--- src/rtl/seq_divider_pkg.sv ---
// Shared definitions for the sequential restoring divider: FSM encoding and
// the iteration-counter width helper.
package seq_divider_pkg;

    typedef enum logic [1:0] {
        S_IDLE = 2'd0,
        S_CALC = 2'd1,
        S_DONE = 2'd2
    } div_state_e;

    // Counter must hold values 0..w inclusive (w iterations or w leading zeros).
    function automatic int cnt_width(input int w);
        return $clog2(w + 1);
    endfunction

endpackage

--- src/rtl/seq_divider_lzc.sv ---
// Combinational leading-zero counter for the dividend. Used only by the
// early-termination variant to skip the dividend's leading zero bits.
module seq_divider_lzc
    import seq_divider_pkg::*;
#(
    parameter int WIDTH = 8,
    localparam int CNT_W = cnt_width(WIDTH)
) (
    input  logic [WIDTH-1:0] value_i,
    output logic [CNT_W-1:0] lz_o,
    output logic             all_zero_o
);

    // Scan upward; the highest set bit is the last to overwrite the count.
    always_comb begin
        lz_o = CNT_W'(WIDTH);
        for (int i = 0; i < WIDTH; i++) begin
            if (value_i[i]) begin
                lz_o = CNT_W'(WIDTH - 1 - i);
            end
        end
    end

    assign all_zero_o = ~|value_i;

endmodule

--- src/rtl/seq_divider.sv ---
// Multi-cycle restoring unsigned divider, one quotient bit per clock.
// CONST_TIME=1 always iterates WIDTH times; CONST_TIME=0 skips the
// dividend's leading zeros, so latency depends on the data.
module seq_divider
    import seq_divider_pkg::*;
#(
    parameter int WIDTH      = 8,
    parameter bit CONST_TIME = 1'b1
) (
    input  logic             clk,
    input  logic             rst_n,
    input  logic             start,
    input  logic [WIDTH-1:0] in1,
    input  logic [WIDTH-1:0] in2,
    output logic [WIDTH-1:0] quot,
    output logic [WIDTH-1:0] rem,
    output logic             div_by_zero,
    output logic             busy,
    output logic             finish
);

    localparam int CNT_W = cnt_width(WIDTH);

    div_state_e       state_q;
    logic [CNT_W-1:0] cnt_q;
    logic [WIDTH-1:0] d_q;      // dividend shifting out, quotient shifting in
    logic [WIDTH-1:0] p_q;      // partial remainder
    logic [WIDTH-1:0] div_q;    // latched divisor
    logic [WIDTH-1:0] a_q;      // latched dividend, reported as rem on /0
    logic             dbz_q;    // latched divisor==0 flag
    logic [WIDTH-1:0] quot_q;
    logic [WIDTH-1:0] rem_q;
    logic             dbz_out_q;
    logic             busy_q;
    logic             finish_q;

    logic [CNT_W-1:0] lz;
    logic             all_zero;

    // The leading-zero counter exists only in the early-termination variant.
    generate
        if (!CONST_TIME) begin : g_lzc
            seq_divider_lzc #(.WIDTH(WIDTH)) u_lzc (
                .value_i    (in1),
                .lz_o       (lz),
                .all_zero_o (all_zero)
            );
        end else begin : g_no_lzc
            assign lz       = '0;
            assign all_zero = 1'b0;
        end
    endgenerate

    // One restoring step: shift the next dividend bit into the remainder,
    // subtract the divisor if it fits, shift the outcome into the quotient.
    logic [WIDTH:0]   r_w;
    logic             ge_w;
    logic [WIDTH-1:0] p_d;
    logic [WIDTH-1:0] d_d;

    assign r_w  = {p_q, d_q[WIDTH-1]};
    assign ge_w = (r_w >= {1'b0, div_q});
    assign p_d  = ge_w ? WIDTH'(r_w - {1'b0, div_q}) : r_w[WIDTH-1:0];
    assign d_d  = {d_q[WIDTH-2:0], ge_w};

    // Control FSM, datapath registers and registered outputs.
    always_ff @(posedge clk or negedge rst_n) begin
        if (!rst_n) begin
            state_q   <= S_IDLE;
            cnt_q     <= '0;
            d_q       <= '0;
            p_q       <= '0;
            div_q     <= '0;
            a_q       <= '0;
            dbz_q     <= 1'b0;
            quot_q    <= '0;
            rem_q     <= '0;
            dbz_out_q <= 1'b0;
            busy_q    <= 1'b0;
            finish_q  <= 1'b0;
        end else begin
            case (state_q)
                S_IDLE: begin
                    if (start) begin
                        busy_q <= 1'b1;
                        div_q  <= in2;
                        a_q    <= in1;
                        dbz_q  <= (in2 == '0);
                        p_q    <= '0;
                        d_q    <= in1 << lz;
                        cnt_q  <= CNT_W'(WIDTH) - lz;
                        if (all_zero) begin
                            // Zero dividend in the leaky mode: no iterations needed.
                            state_q   <= S_DONE;
                            finish_q  <= 1'b1;
                            quot_q    <= (in2 == '0) ? '1 : '0;
                            rem_q     <= '0;
                            dbz_out_q <= (in2 == '0);
                        end else begin
                            state_q <= S_CALC;
                        end
                    end
                end
                S_CALC: begin
                    p_q   <= p_d;
                    d_q   <= d_d;
                    cnt_q <= cnt_q - 1'b1;
                    if (cnt_q == CNT_W'(1)) begin
                        state_q   <= S_DONE;
                        finish_q  <= 1'b1;
                        quot_q    <= dbz_q ? '1  : d_d;
                        rem_q     <= dbz_q ? a_q : p_d;
                        dbz_out_q <= dbz_q;
                    end
                end
                S_DONE: begin
                    state_q  <= S_IDLE;
                    finish_q <= 1'b0;
                    busy_q   <= 1'b0;
                end
                default: begin
                    state_q  <= S_IDLE;
                    finish_q <= 1'b0;
                    busy_q   <= 1'b0;
                end
            endcase
        end
    end

    assign quot        = quot_q;
    assign rem         = rem_q;
    assign div_by_zero = dbz_out_q;
    assign busy        = busy_q;
    assign finish      = finish_q;

endmodule

--- config.mk ---
export PLATFORM = sky130hd
export DESIGN_NAME = seq_divider
export DESIGN_NICKNAME = d
export VERILOG_FILES = /design/src/rtl/seq_divider_pkg.sv /design/src/rtl/seq_divider_lzc.sv /design/src/rtl/seq_divider.sv
export SDC_FILE = /design/constraint.sdc
export NUM_CORES = 1
export LEC_CHECK = 0
export ABC_AREA = 1
export CAP_MARGIN = 20
export CORE_MARGIN = 1.5
export CORE_UTILIZATION = 25
export DETAILED_ROUTE_END_ITERATION = 12
export GPL_ROUTABILITY_DRIVEN = 1
export SLEW_MARGIN = 20
export SYNTH_ARGS = -nofsm -noshare
export SYNTH_HDL_FRONTEND = slang
export SYNTH_SLANG_ARGS = --single-unit
--- constraint.sdc ---
create_clock -name clk -period 5 [get_ports clk]
set_input_delay 0.75 -clock clk [delete_from_list [all_inputs] [get_ports clk]]
set_output_delay 0.75 -clock clk [all_outputs]
set_load 0.01 [all_outputs]
==> summary.md <==
| Metric | Value |
|---|---|
| CP delay by family, top | simple AND/OR/NAND/NOR gates |
| Crit-path slowest cell | nor2_4 |
| Final ANT Viol Nets | 0 |
| Crit path cell chain | clkdlybuf4s50_1 -> nand2_1 -> nor2_4 -> nor2_2 -> inv_1 -> o221ai_1 |
| Worst skew pair latency | 0.32 ns |
| CP startpoint | start |
| Max-Cap Viols | 0 |
| CTS tree | done |
| WS Path Type | primary input to register |
| Post-DR vias/cell | between 4 and 5 |
| Netlist cell types | 36 |
| Mapped Cells | ~350 |
| Worst slack at placement | around 2.4 ns |
| CTS clk-pin slew, worst paths | 0.05 ns |
| Nets@finish | about 420 |
| H-tree depth | 3 |
| Critical Path Start Type | primary input |
| Slew @ Worst Pin | 0.797 ns |
| Synth-to-layout area growth | 25.8% |
| GRT Util Overall | a little under an eighth |
| Total power | between 2 and 3 mW |
| Buf/Inv on CP | 2 |
| Switching fraction of total power | a little over two fifths |
| Initial antenna violation count | 0 |
| Fmax | 0.440 GHz |
| Initial DRT Pass Iterations | 8 |
| Top Ports | 38 |
| Number of port buffers | 37 |
| Global-route wire length before repair | approximately 12000 um |
| Leakage | 1.84 nW |
| Initial DRC count | around 130 |
| Top cells by area, synth | dfrtp_1 (49%), nand2_1 (14%), inv_1 (4.3%) |
| Final Cycle Share | a little under half |
| Clock buffer depth | 2 |
| Number of global-route vias before repair | ~2400 |
| Critical Path End Type | register |
| Synth Warn # | 0 |
| Die W | between 100 and 150 um |
| Hold Buf Count CTS | 0 |
| Final WS setup | 2.73 ns |
| Largest net degree at the start of global routing | 59 |
| Setup Viol. Count Final | 0 |
| Synthesized flop and latch total | 58 |
| Post-synth top flop | dfrtp_1 |
| Worst rel slew slack | ~47% |
| Die Footprint | 12500 um2 |
| Setup crit end | d_q[7] |
| Hold WC Path Type | register to register |
| Initial core utilization | 25.8% |
| Clock power share | a little under a fifth |
| Int Power | 1.68 mW |
| Switching power | roughly 1.3 mW |
| RD Place Congestion | 0.820 |
| Post-layout min period | ~2.3 ns |
| Synth area leader | dfrtp_1 |
| Setup TNS | 0 ns |
| Pwr Density | ~800 nW/um2 |
| Sequential area share after synthesis | ~49% |
| Post-Syn Area | approximately 3000 um2 |
| Post-synth top area share | 48.9% |
| Core area | roughly 12000 um2 |
| Post-synth net total | between 300 and 400 |
| Final Max Slew Viols | 0 |
| Failing checks | design-rule violations |
| Maximum VDD drop | 0.000217 V |
| Asr flop ratio synth | between 90% and 100% |
| Cells on worst reg2reg path | 9 |
| Most common library cells after synthesis | nand2_1 (114), dfrtp_1 (58), inv_1 (34), nand3_1 (25), o21ai_0 (17) |
| Clock Skew | 0.00544 ns |
| Share of cells above drive strength 1 | 11.7% |
| Post_cts resized | 0 |
| Worst path arrival time | 2.46 ns |
| Postcts setup bufs | 0 |
| Sequential fraction of design power | between 20 and 30% |
| DRC viols | 4 |
| TritonCTS Buffers | 9 |
| Comb power frac | a little over half |
| Final hold viol count | 0 |
| Chip height | 112 um |
| Antenna diodes | 0 |
| RSZ-0062 raised after global routing | false |
| Post-synth EDFFs | 0 |
| Vias | about 2400 |
| CP max FO | 34 |
| Avg Cell Area, Syn | about 8.5 um2 |
| Most common cell in the netlist | nand2_1 |
| Clock Sinks | between 50 and 60 |
| Reg-to-reg setup timing slack | 2.74 ns |
| Outcome | finished, violations left |
| Grt ovf | 0 |
| Root Driver | clkbuf_16 |
| HPWL after detailed placement | 4970 um |
| Reg2Reg Capture Point | quot[0] |
| Worst path required time | slightly above 5 ns |
| WP depth | 6 |
| Number of core rows | 39 |
| Reg-to-Reg Start | cnt_q[1] |
| DRT Wirelength | just under 7000 um |
| Critical Path Max Stage Delay | about 0.54 ns |
| Per-cell routed wire length | ~13 um |
==> power by group through the flow <==
stage	combinational, mW	sequential [mW]	clock, mW
floorplan	1.13	0.838	0
global placement	1.51	0.834	0
detailed placement	1.53	0.838	0
CTS	1.55	0.831	0.570
global route	1.77	0.859	0.585
finish	1.54	0.828	0.558
==> cell families (layout without fill, tap and decap cells) <==
kind of cell | Yosys count | count (layout) | synth area share [%]
AOI/OAI and AO/OA | 47 | 47 | 9.57
and+or+nand+nor | 180 | 180 | 28.7
adders and majority gates | 11 | 11 | 4.89
DFF | 58 | 58 | 48.9
xor gates and xnor gates | 3 | 3 | 0.885
buffers and inverters | 49 | 93 | 7.04
==> metrics by stage <==
step                instances  cell area (um2)  hold slack, ns  utilization, %
floorplan                 348             2970           0.446               -
global placement          520             3460           0.467            30.1
detailed placement        520             3460           0.464            30.1
CTS                       535             3730           0.487            32.4
global route              535             3730           0.500            32.4
finish                    535             3730           0.483            32.4
==> registers in the layout, summed over array words and instances (netlist names) <==
| name | flops |
|---|---|
| d_q | 8 |
| div_by_zero | 1 |
| rem | 8 |
| dbz_q | 1 |
| state_q | 2 |
| a_q | 8 |
| busy | 1 |
| cnt_q | 4 |
| finish | 1 |
| div_q | 8 |
| quot | 8 |
| p_q | 8 |
==> cells in the final DEF, fill, tap and decap left out, types with 2 or more instances in the layout <==
master	instances
a21oi_1	15
clkbuf_16	9
clkbuf_8	2
clkdlybuf4s50_1	36
clkinv_2	3
dfrtp_1	58
ha_1	10
inv_1	34
inv_2	5
nand2_1	114
nand2_2	11
nand2_4	3
nand3_1	25
nand3b_1	2
nor2_1	13
nor2_2	2
nor2_4	3
o211ai_1	3
o21ai_0	17
o22a_1	5
o22ai_1	3
xor2_1	2
==> worst min-delay path: stages (launching register included) <==
cell and delay, ns:
dfrtp_1 0.34, nand2_1 0.05, nand2_1 0.06
==> layer usage <==
layer / global-route usage, % / vias to the layer above / wire [um] / share of wire, %
met1: 16.2 / 1111 / 3320 / 49
met5: 0 / - / 0 / 0
met4: 3.63 / 0 / 112 / 1.6
met2: 17.7 / 50 / 3080 / 45
li1: - / 1193 / - / -
met3: 3.86 / 11 / 332 / 4.9
==> worst min path at each step <==
stage / slack [ns] / end / startpoint / cells after the start
after global routing: 0.50 / rem[2] / rem[2] / 2
after CTS: 0.49 / rem[1] / rem[1] / 2
after floorplan: 0.45 / a_q[0] / rst_n / 0
after detailed placement: 0.46 / rem[1] / rem[1] / 2
after global placement: 0.47 / rem[1] / rem[1] / 2
final: 0.48 / rem[1] / rem[1] / 2
==> layout make-up <==
class                      instances  area (um2)
clock buffer                      12         256
clock inverter                     3        15.0
fill                            1241        7780
inverter                          40         150
multi-input combinational        241        1310
sequential                        58        1450
tap                              143         179
timing repair buffer              38         373
Note: power is estimated with default switching activity, not from simulation.
